## src/rtl/result_tx_interface.sv

```systemverilog
// result_tx_interface
// Return path of the ALU datapath. Captures an ALU result on a valid pulse and
// sends it to the UART transmitter one byte at a time, least significant byte
// first, using a start/done handshake.
//
// Handshake: o_tx_start is a one-cycle request to send o_tx_data; the UART
// answers with a one-cycle i_tx_done when that byte has gone out. The next
// request follows one cycle after i_tx_done. i_tx_done outside the wait state
// is ignored. A result offered while a transfer is in progress is dropped and
// flagged with a one-cycle o_overrun pulse.
//
// Optional feature: define RESULT_TX_CHECKSUM_EN to append one byte holding the
// XOR of all data bytes after the last data byte.
//
// Ports:
//   i_clock        system clock, rising edge
//   i_reset        synchronous reset, active low
//   i_result       ALU result (CANT_BITS_RESULTADO bits)
//   i_result_valid one-cycle pulse, i_result valid
//   i_tx_done      one-cycle pulse from UART TX, current byte finished
//   o_tx_start     one-cycle pulse, UART TX must send o_tx_data
//   o_tx_data      byte to transmit (held after the transfer)
//   o_busy         high while a result is being sent
//   o_overrun      one-cycle pulse when a result is dropped
module result_tx_interface #(
  parameter int CANT_BITS_RESULTADO = 8,
  parameter int WIDTH_WORD_TX       = 8
) (
  input  logic                           i_clock,
  input  logic                           i_reset,
  input  logic [CANT_BITS_RESULTADO-1:0] i_result,
  input  logic                           i_result_valid,
  input  logic                           i_tx_done,
  output logic                           o_tx_start,
  output logic [WIDTH_WORD_TX-1:0]       o_tx_data,
  output logic                           o_busy,
  output logic                           o_overrun
);

  localparam int CANT_BYTES = (CANT_BITS_RESULTADO + 7) / 8;
  localparam int SW         = CANT_BYTES * 8;
  localparam int CW         = $clog2(CANT_BYTES + 1);
  localparam logic [CW-1:0] LAST_IDX = CW'(CANT_BYTES - 1);

  typedef enum logic [1:0] {
    IDLE      = 2'd0,
    START     = 2'd1,
    WAIT_DONE = 2'd2
  } state_t;

  state_t                   state_q, state_d;
  logic [SW-1:0]            shift_q, shift_d;
  logic [CW-1:0]            cnt_q, cnt_d;
  logic                     tx_start_q, tx_start_d;
  logic [WIDTH_WORD_TX-1:0] tx_data_q, tx_data_d;
  logic                     busy_q, busy_d;
  logic                     overrun_q, overrun_d;
`ifdef RESULT_TX_CHECKSUM_EN
  // Counter value CANT_BYTES marks the checksum byte phase.
  localparam logic [CW-1:0] CSUM_IDX = CW'(CANT_BYTES);
  logic [7:0]               csum_q, csum_d;
`endif

  always_comb begin
    state_d   = state_q;
    shift_d   = shift_q;
    cnt_d     = cnt_q;
    tx_data_d = tx_data_q;
    // Any valid outside IDLE is dropped, including the cycle of the final done.
    overrun_d = i_result_valid && (state_q != IDLE);
`ifdef RESULT_TX_CHECKSUM_EN
    csum_d    = csum_q;
`endif

    case (state_q)
      IDLE: begin
        if (i_result_valid) begin
          shift_d   = SW'(i_result);
          cnt_d     = '0;
          tx_data_d = shift_d[WIDTH_WORD_TX-1:0];
`ifdef RESULT_TX_CHECKSUM_EN
          csum_d    = shift_d[7:0];
`endif
          state_d   = START;
        end
      end
      START: begin
        state_d = WAIT_DONE;
      end
      WAIT_DONE: begin
        if (i_tx_done) begin
`ifdef RESULT_TX_CHECKSUM_EN
          if (cnt_q == CSUM_IDX) begin
            state_d = IDLE;
          end else if (cnt_q == LAST_IDX) begin
            cnt_d     = cnt_q + CW'(1);
            tx_data_d = WIDTH_WORD_TX'(csum_q);
            state_d   = START;
          end else begin
            shift_d   = shift_q >> 8;
            cnt_d     = cnt_q + CW'(1);
            tx_data_d = shift_d[WIDTH_WORD_TX-1:0];
            csum_d    = csum_q ^ shift_d[7:0];
            state_d   = START;
          end
`else
          if (cnt_q == LAST_IDX) begin
            state_d = IDLE;
          end else begin
            shift_d   = shift_q >> 8;
            cnt_d     = cnt_q + CW'(1);
            tx_data_d = shift_d[WIDTH_WORD_TX-1:0];
            state_d   = START;
          end
`endif
        end
      end
      default: state_d = IDLE;
    endcase

    // Outputs are registered from the next state so they line up with it.
    tx_start_d = (state_d == START);
    busy_d     = (state_d != IDLE);
  end

  always_ff @(posedge i_clock) begin
    if (!i_reset) begin
      state_q    <= IDLE;
      shift_q    <= '0;
      cnt_q      <= '0;
      tx_start_q <= 1'b0;
      tx_data_q  <= '0;
      busy_q     <= 1'b0;
      overrun_q  <= 1'b0;
`ifdef RESULT_TX_CHECKSUM_EN
      csum_q     <= '0;
`endif
    end else begin
      state_q    <= state_d;
      shift_q    <= shift_d;
      cnt_q      <= cnt_d;
      tx_start_q <= tx_start_d;
      tx_data_q  <= tx_data_d;
      busy_q     <= busy_d;
      overrun_q  <= overrun_d;
`ifdef RESULT_TX_CHECKSUM_EN
      csum_q     <= csum_d;
`endif
    end
  end

  assign o_tx_start = tx_start_q;
  assign o_tx_data  = tx_data_q;
  assign o_busy     = busy_q;
  assign o_overrun  = overrun_q;

endmodule

```

## config.mk

```make
export PLATFORM = sky130hd
export DESIGN_NAME = result_tx_interface
export DESIGN_NICKNAME = d
export VERILOG_FILES = /design/src/rtl/result_tx_interface.sv
export SDC_FILE = /design/constraint.sdc
export NUM_CORES = 1
export LEC_CHECK = 0
export CAP_MARGIN = 5
export CORE_MARGIN = 4
export CORE_UTILIZATION = 37
export DETAILED_ROUTE_END_ITERATION = 7
export GPL_TIMING_DRIVEN = 0
export HOLD_SLACK_MARGIN = 0.02
export PLACE_DENSITY = 0.74
export SLEW_MARGIN = 20
export SYNTH_ARGS = -nofsm -noshare
export SYNTH_HDL_FRONTEND = slang
export SYNTH_SLANG_ARGS = --single-unit
export TNS_END_PERCENT = 10
```

## constraint.sdc

```tcl
create_clock -name i_clock -period 1.25 [get_ports i_clock]
set_input_delay 0.25 -clock i_clock [delete_from_list [all_inputs] [get_ports i_clock]]
set_output_delay 0.25 -clock i_clock [all_outputs]
set_load 0.02 [all_outputs]
```

==> impl_metrics.env, run 1 <==
export IMPL_vias=412
export IMPL_synth_seq_cells=13
export IMPL_fin_skew_ns=0.003090
export IMPL_portBuffers=21
export IMPL_worst_pin_slew_ns=0.2250
export IMPL_use_met2_pct=18.31
export IMPL_crit_family="flip-flops"
export IMPL_grt_pass1_wl_microns=1642
export IMPL_max_freq_ghz=0.8303
export IMPL_status="complete, no violations"
export IMPL_slew_violations=0
export IMPL_grt_usage_pct=12.17
export IMPL_syn_to_final_growth_pct=51.42
export IMPL_antenna_found_initial=0
export IMPL_die_area_sq_mm=0.001951
export IMPL_rsz0062_at_grt="no"
export IMPL_clkLatencyLatePin_ns=0.28
export IMPL_pre_cts_slack_ns=-0.2081
export IMPL_first_pass_iters=2
export IMPL_crit_type="flip-flop to primary output"
export IMPL_synth_nets=63
export IMPL_power_density_mw_per_mm2=1208
export IMPL_busiest_layer="met2"
export IMPL_syn_area_sq_um=484.2
export IMPL_grt_pass1_vias=390
export IMPL_timing_final_crit_period_ns=1.204
export IMPL_syn_instance_count=51
export IMPL_syn_area_per_cell_sq_um=9.494
export IMPL_synth_top_family_by_area="simple AND/OR/NAND/NOR gates"
export IMPL_cts_buffers=3
export IMPL_holdWs_ns=0.3131
export IMPL_wl_per_cell_microns=11.39
export IMPL_postRouteWirelength_microns=1025
export IMPL_yosysTopAreaCellShare_pct=53.75
export IMPL_first_iter_violations=2
export IMPL_fin_nets=89
export IMPL_drive_above_1_share_pct=9.211
export IMPL_ys_warn_count=0
export IMPL_synthMuxAreaShare_pct=16.54
export IMPL_num_rows=12
export IMPL_synth_compound_area_share_pct=4.651
export IMPL_htree_num_levels=1
export IMPL_ys_seq_area_share_pct=53.75
export IMPL_root_buffer="clkbuf_4"
export IMPL_cp_start_kind="flip-flop"
export IMPL_die_w_microns=44.18
export IMPL_netlist_cell_type_count=12
export IMPL_hold_buffers=0
export IMPL_globalplace_congestion=0.6431
export IMPL_vdd_drop_max_mv=0.8285
export IMPL_path_buf_inv=1
export IMPL_core_sq_mm=0.001171
export IMPL_power_total_mw=0.8858
export IMPL_use_met1_pct=12.47
export IMPL_cts_tree="yes"
export IMPL_globalRouteMet3Util_pct=8.130
export IMPL_drc=0
export IMPL_yosys_area_share_simple_pct=21.45
export IMPL_cp_slowest_stage_delay_ns=0.34
export IMPL_leakage_nw=0.3357
export IMPL_diodes=0
export IMPL_finalHoldViolations=0
export IMPL_slew_headroom_pct=84.98
export IMPL_clkTransAtPathRegs_ns=0.08
export IMPL_crit_chain="dlygate4sd2_1"
export IMPL_initial_core_util_pct=41.35
export IMPL_synth_xor_xnor_area_share_pct=0
export IMPL_r2r_setup_slack_ns=0.21
export IMPL_synthTopCellsByArea="dfxtp_1, mux2i_1, nand2_1"
export IMPL_worstHoldPathType="input pin to flip-flop"
export IMPL_finalSetupViolations=0
export IMPL_cp_data_arrival_time_ns=0.95
export IMPL_max_clock_path_buffers=2
export IMPL_ant_nets=0
export IMPL_io_pins=23
export IMPL_yosys_area_top_type="dfxtp_1"
export IMPL_period_share_pct=96.35
export IMPL_endpoint_kind="primary output"
export IMPL_dp_hpwl_microns=744.6
export IMPL_crit_required_ns=1.00
export IMPL_yosys_area_share_adder_pct=0
export IMPL_setup_ws_ns=0.04563
export IMPL_fill_cells=109
export IMPL_avgViaCountPerCell=4.578
export IMPL_grt_ovfl_total=0
export IMPL_maxCapViolCount=0
export IMPL_clock_sinks=13
export IMPL_fp_dieH_microns=44.18
export IMPL_slowest_stage="dfxtp_1"
export IMPL_cts_setup_buffers=0
export IMPL_path_max_fanout=2
export IMPL_grt_max_degree=11
## per-stage QoR
stage          util (%)  cells  area, sq um  setup TNS (ns)
2_1_floorplan         -     51        484.2               0
3_3_place_gp      60.79     86        711.9          -1.347
3_5_place_dp      60.79     86        711.9          -1.557
6_report          62.61     90        733.2               0
4_1_cts           61.86     90        724.4               0
5_1_grt           62.61     90        733.2               0
## timing repair
action | in CTS | in global routing
setup endpoints to repair | 11 | 4
gates resized for setup | 11 | 4
pin swaps | 0 | 0
## final timing paths
| check | start | to | cells after the start |
|---|---|---|---|
| worst max-delay path | o_tx_data[3] | o_tx_data[3] | 1 |
| worst max register to register | state_q[1] | o_tx_data[0] | 3 |
| worst min-delay path | i_reset | state_q[1] | 2 |
| worst min register to register | o_tx_data[2] | o_tx_data[2] | 2 |
## state kept, by name, summed over array words and instances (netlist names)
register	count
o_busy	1
o_overrun	1
o_tx_data	8
o_tx_start	1
state_q	2
## where the power goes
| part | switching [mW] | leakage [nW] | total [mW] | internal [mW] |
|---|---|---|---|---|
| Combinational | 0.0800 | 0.214 | 0.165 | 0.0851 |
| Sequential | 0.0163 | 0.107 | 0.459 | 0.443 |
| Clock | 0.138 | 0.0150 | 0.262 | 0.124 |
| Total | 0.234 | 0.336 | 0.886 | 0.652 |
## area by class of cell
class                      count  area (sq um)  area share [%]
clock buffer                   4         26.28           3.584
timing repair buffer          21         200.2           27.30
sequential                    13         260.3           35.49
tap                           14         17.52           2.389
buffer                         3         17.52           2.389
multi-input combinational     35         211.5           28.84
## cell usage after synthesis
| library cell | instances |
|---|---|
| a21boi_1 | 2 |
| buf_2 | 2 |
| buf_4 | 1 |
| dfxtp_1 | 13 |
| mux2i_1 | 8 |
| nand2_1 | 17 |
| nand2b_1 | 1 |
| nor2_1 | 2 |
| nor3_1 | 2 |
| nor3b_1 | 1 |
| o21bai_1 | 1 |
| or3b_1 | 1 |
## metal layers
layer  vias up  part of all wire [%]
li1        215                     -
met1       176                    42
met2        16                    45
met3         5                    11
met4         0                   2.4
met5         -                     0
## cells by family after synthesis
family / Yosys count
AOI/OAI and AO/OA: 3
buffers and inverters: 3
muxes: 8
and+or+nand+nor: 24
DFF: 13
## cells in the final DEF, fill, tap and decap left out, types with 2 or more instances in the layout
cell type        count
clkdlybuf4s50_1     10
mux2i_1              8
nand2_1             17
clkbuf_4             3
clkdlybuf4s15_1      3
dlygate4sd2_1        8
a21boi_1             2
nor3_1               2
nor2_1               2
buf_2                2
dfxtp_1             13
Power figures use the tool's default switching activity.
==> inputs of run 2 (changes only) <==
--- a/config.mk
+++ b/config.mk
@@ -6,12 +6,13 @@
 export NUM_CORES = 1
 export LEC_CHECK = 0
 export CAP_MARGIN = 5
-export CORE_MARGIN = 4
-export CORE_UTILIZATION = 37
+export CORE_AREA = 4 4 41 43
 export DETAILED_ROUTE_END_ITERATION = 7
+export DIE_AREA = 0 0 45 47
+export DONT_BUFFER_PORTS = 1
 export GPL_TIMING_DRIVEN = 0
 export HOLD_SLACK_MARGIN = 0.02
-export PLACE_DENSITY = 0.74
+export PLACE_DENSITY_LB_ADDON = 0.05
 export SLEW_MARGIN = 20
 export SYNTH_ARGS = -nofsm -noshare
 export SYNTH_HDL_FRONTEND = slang
==> constraint.sdc (replaced) <==
create_clock -name i_clock -period 1.6 [get_ports i_clock]
set_input_delay 0.32 -clock i_clock [delete_from_list [all_inputs] [get_ports i_clock]]
set_output_delay 0.32 -clock i_clock [all_outputs]
set_load 0.02 [all_outputs]
==> impl_metrics.env, run 2 (synthesis results as in run 1) <==
export IMPL_status="complete, no violations"
export IMPL_fp_dieH_microns=47
export IMPL_final_core_util_pct=40.67
export IMPL_grt_ovfl_total=0
export IMPL_post_cts_resized=0
export IMPL_cts_tree="yes"
export IMPL_setup_ws_ns=0.4641
export IMPL_slowest_stage="dfxtp_1"
export IMPL_cp_data_arrival_time_ns=1.33
export IMPL_syn_to_final_growth_pct=9.302
export IMPL_portBuffers=0
export IMPL_drc=0
export IMPL_crit_type="flip-flop to flip-flop"
export IMPL_r2r_setup_slack_ns=0.46
export IMPL_fin_nets=68
export IMPL_most_common_layout_cells="nand2_1, dfxtp_1, mux2i_1"
export IMPL_slew_headroom_pct=82.82
export IMPL_r2r_end="o_tx_data[3]"
export IMPL_dp_hpwl_microns=785.6
export IMPL_globalplace_congestion=0.6630
export IMPL_clock_sinks=13
export IMPL_cts_buffers=3
export IMPL_startpoint="state_q[1]"
export IMPL_io_pins=23
export IMPL_wl_per_cell_microns=14.11
export IMPL_core_sq_mm=0.001301
export IMPL_finalSetupViolations=0
export IMPL_power_density_mw_per_mm2=1199
export IMPL_power_switching_mw=0.1657
export IMPL_avgViaCountPerCell=5.029
export IMPL_rsz0062_at_grt="no"
export IMPL_die_area_sq_mm=0.002115
export IMPL_postRouteWirelength_microns=988
export IMPL_hold_start="i_result[4]"
export IMPL_cp_slowest_stage_delay_ns=0.36
export IMPL_pre_cts_slack_ns=0.4867
export IMPL_clkTransAtPathRegs_ns=0.07
export IMPL_r2r_cells=3
export IMPL_maxCapViolCount=0
export IMPL_first_iter_violations=4
export IMPL_combPwrFrac_pct=8.8
export IMPL_fin_skew_ns=0.0001856
export IMPL_grt_usage_pct=11.44
export IMPL_layout_commonest_cell="nand2_1"
export IMPL_fill_cells=136
export IMPL_holdWs_ns=0.1872
export IMPL_largest_register_ffs=8
export IMPL_worst_pin_slew_ns=0.2574
export IMPL_initial_core_util_pct=37.21
export IMPL_pwr_share_seq_pct=60.9
export IMPL_max_freq_ghz=0.8804
export IMPL_grt_pass1_vias=370
export IMPL_die_w_microns=45
export IMPL_diodes=0
export IMPL_antenna_found_initial=0
export IMPL_grt_pass1_wl_microns=1635
export IMPL_slew_violations=0
export IMPL_drive_above_1_share_pct=10.91
export IMPL_worstHoldPathType="input pin to flip-flop"
export IMPL_ant_nets=0
export IMPL_leakage_nw=0.2210
export IMPL_cts_setup_buffers=0
export IMPL_critPathCapture="o_tx_data[3]"
export IMPL_first_pass_iters=2
export IMPL_path_max_fanout=8
export IMPL_hold_buffers=0
export IMPL_finalHoldViolations=0
export IMPL_r2r_start="state_q[1]"
export IMPL_root_buffer="clkbuf_4"
export IMPL_intPower_mw=0.4690
export IMPL_p_clk_share_pct=30.3
export IMPL_vias=352
export IMPL_crit_required_ns=1.79
export IMPL_period_share_pct=70.99
export IMPL_crit_chain="nor3b_1, buf_4, mux2i_1"
export IMPL_tns_ns=0
export IMPL_grt_max_degree=11
export IMPL_num_rows=13
export IMPL_max_clock_path_buffers=2
export IMPL_cp_start_kind="flip-flop"
export IMPL_timing_final_crit_period_ns=1.136
export IMPL_vdd_drop_max_mv=0.5393
export IMPL_switching_share_pct=26.10
export IMPL_endpoint_kind="flip-flop"
export IMPL_clkLatencyLatePin_ns=0.27
export IMPL_htree_num_levels=1
-- run 2: cell types whose count changed in the layout (fill, tap and decap cells not counted), sizes merged --
cell and change:
clkdlybuf4s50 -10, dlygate4sd2 -8, clkdlybuf4s15 -3
-- run 2: critical path: cells and delay by family (launching register included) --
family	cells	cell delay [ns]
flops	1	0.36
buf+inv	1	0.24
simple gates	1	0.24
mux	1	0.22
-- run 2: per-stage QoR --
step,instance area (sq um),cells,power (mW)
floorplan,484.2,51,0.4361
global placement,503.0,66,0.4452
CTS,529.3,70,0.6423
detailed placement,503.0,66,0.4509
finish,529.3,70,0.6347
global route,529.3,70,0.6694
-- run 2: how the worst min path moves through the flow --
stage | end | slack (ns) | cells past startpoint
after floorplan | o_tx_data[0] | 0.46 | 2
after global placement | o_tx_data[2] | 0.47 | 2
after detailed placement | o_tx_data[2] | 0.48 | 2
after CTS | o_tx_data[4] | 0.18 | 2
after global routing | o_tx_data[4] | 0.17 | 2
final | o_tx_data[4] | 0.19 | 2
-- run 2: power groups by stage --
| stage | Clock [mW] | Sequential, mW | Combinational [mW] |
|---|---|---|---|
| floorplan | 0 | 0.389 | 0.0467 |
| CTS | 0.199 | 0.387 | 0.0565 |
| global placement | 0 | 0.393 | 0.0519 |
| finish | 0.193 | 0.387 | 0.0555 |
| global route | 0.217 | 0.389 | 0.0629 |
| detailed placement | 0 | 0.395 | 0.0564 |
-- run 2: layout make-up --
class,count,area (sq um),share of cell area [%]
clock buffers,4,26.28,4.965
flip-flops and latches,13,260.3,49.17
well taps,15,18.77,3.546
plain buffers,3,17.52,3.310
multi-input cells,35,206.4,39.01
-- run 2: metal layers --
metal | wire, microns | global-route usage [%] | up-vias
li1 | - | - | 173
met1 | 319 | 9.238 | 163
met2 | 548 | 21.75 | 16
met3 | 119 | 8.046 | 0
met4 | 0 | 3.509 | 0
met5 | 0 | 0 | -
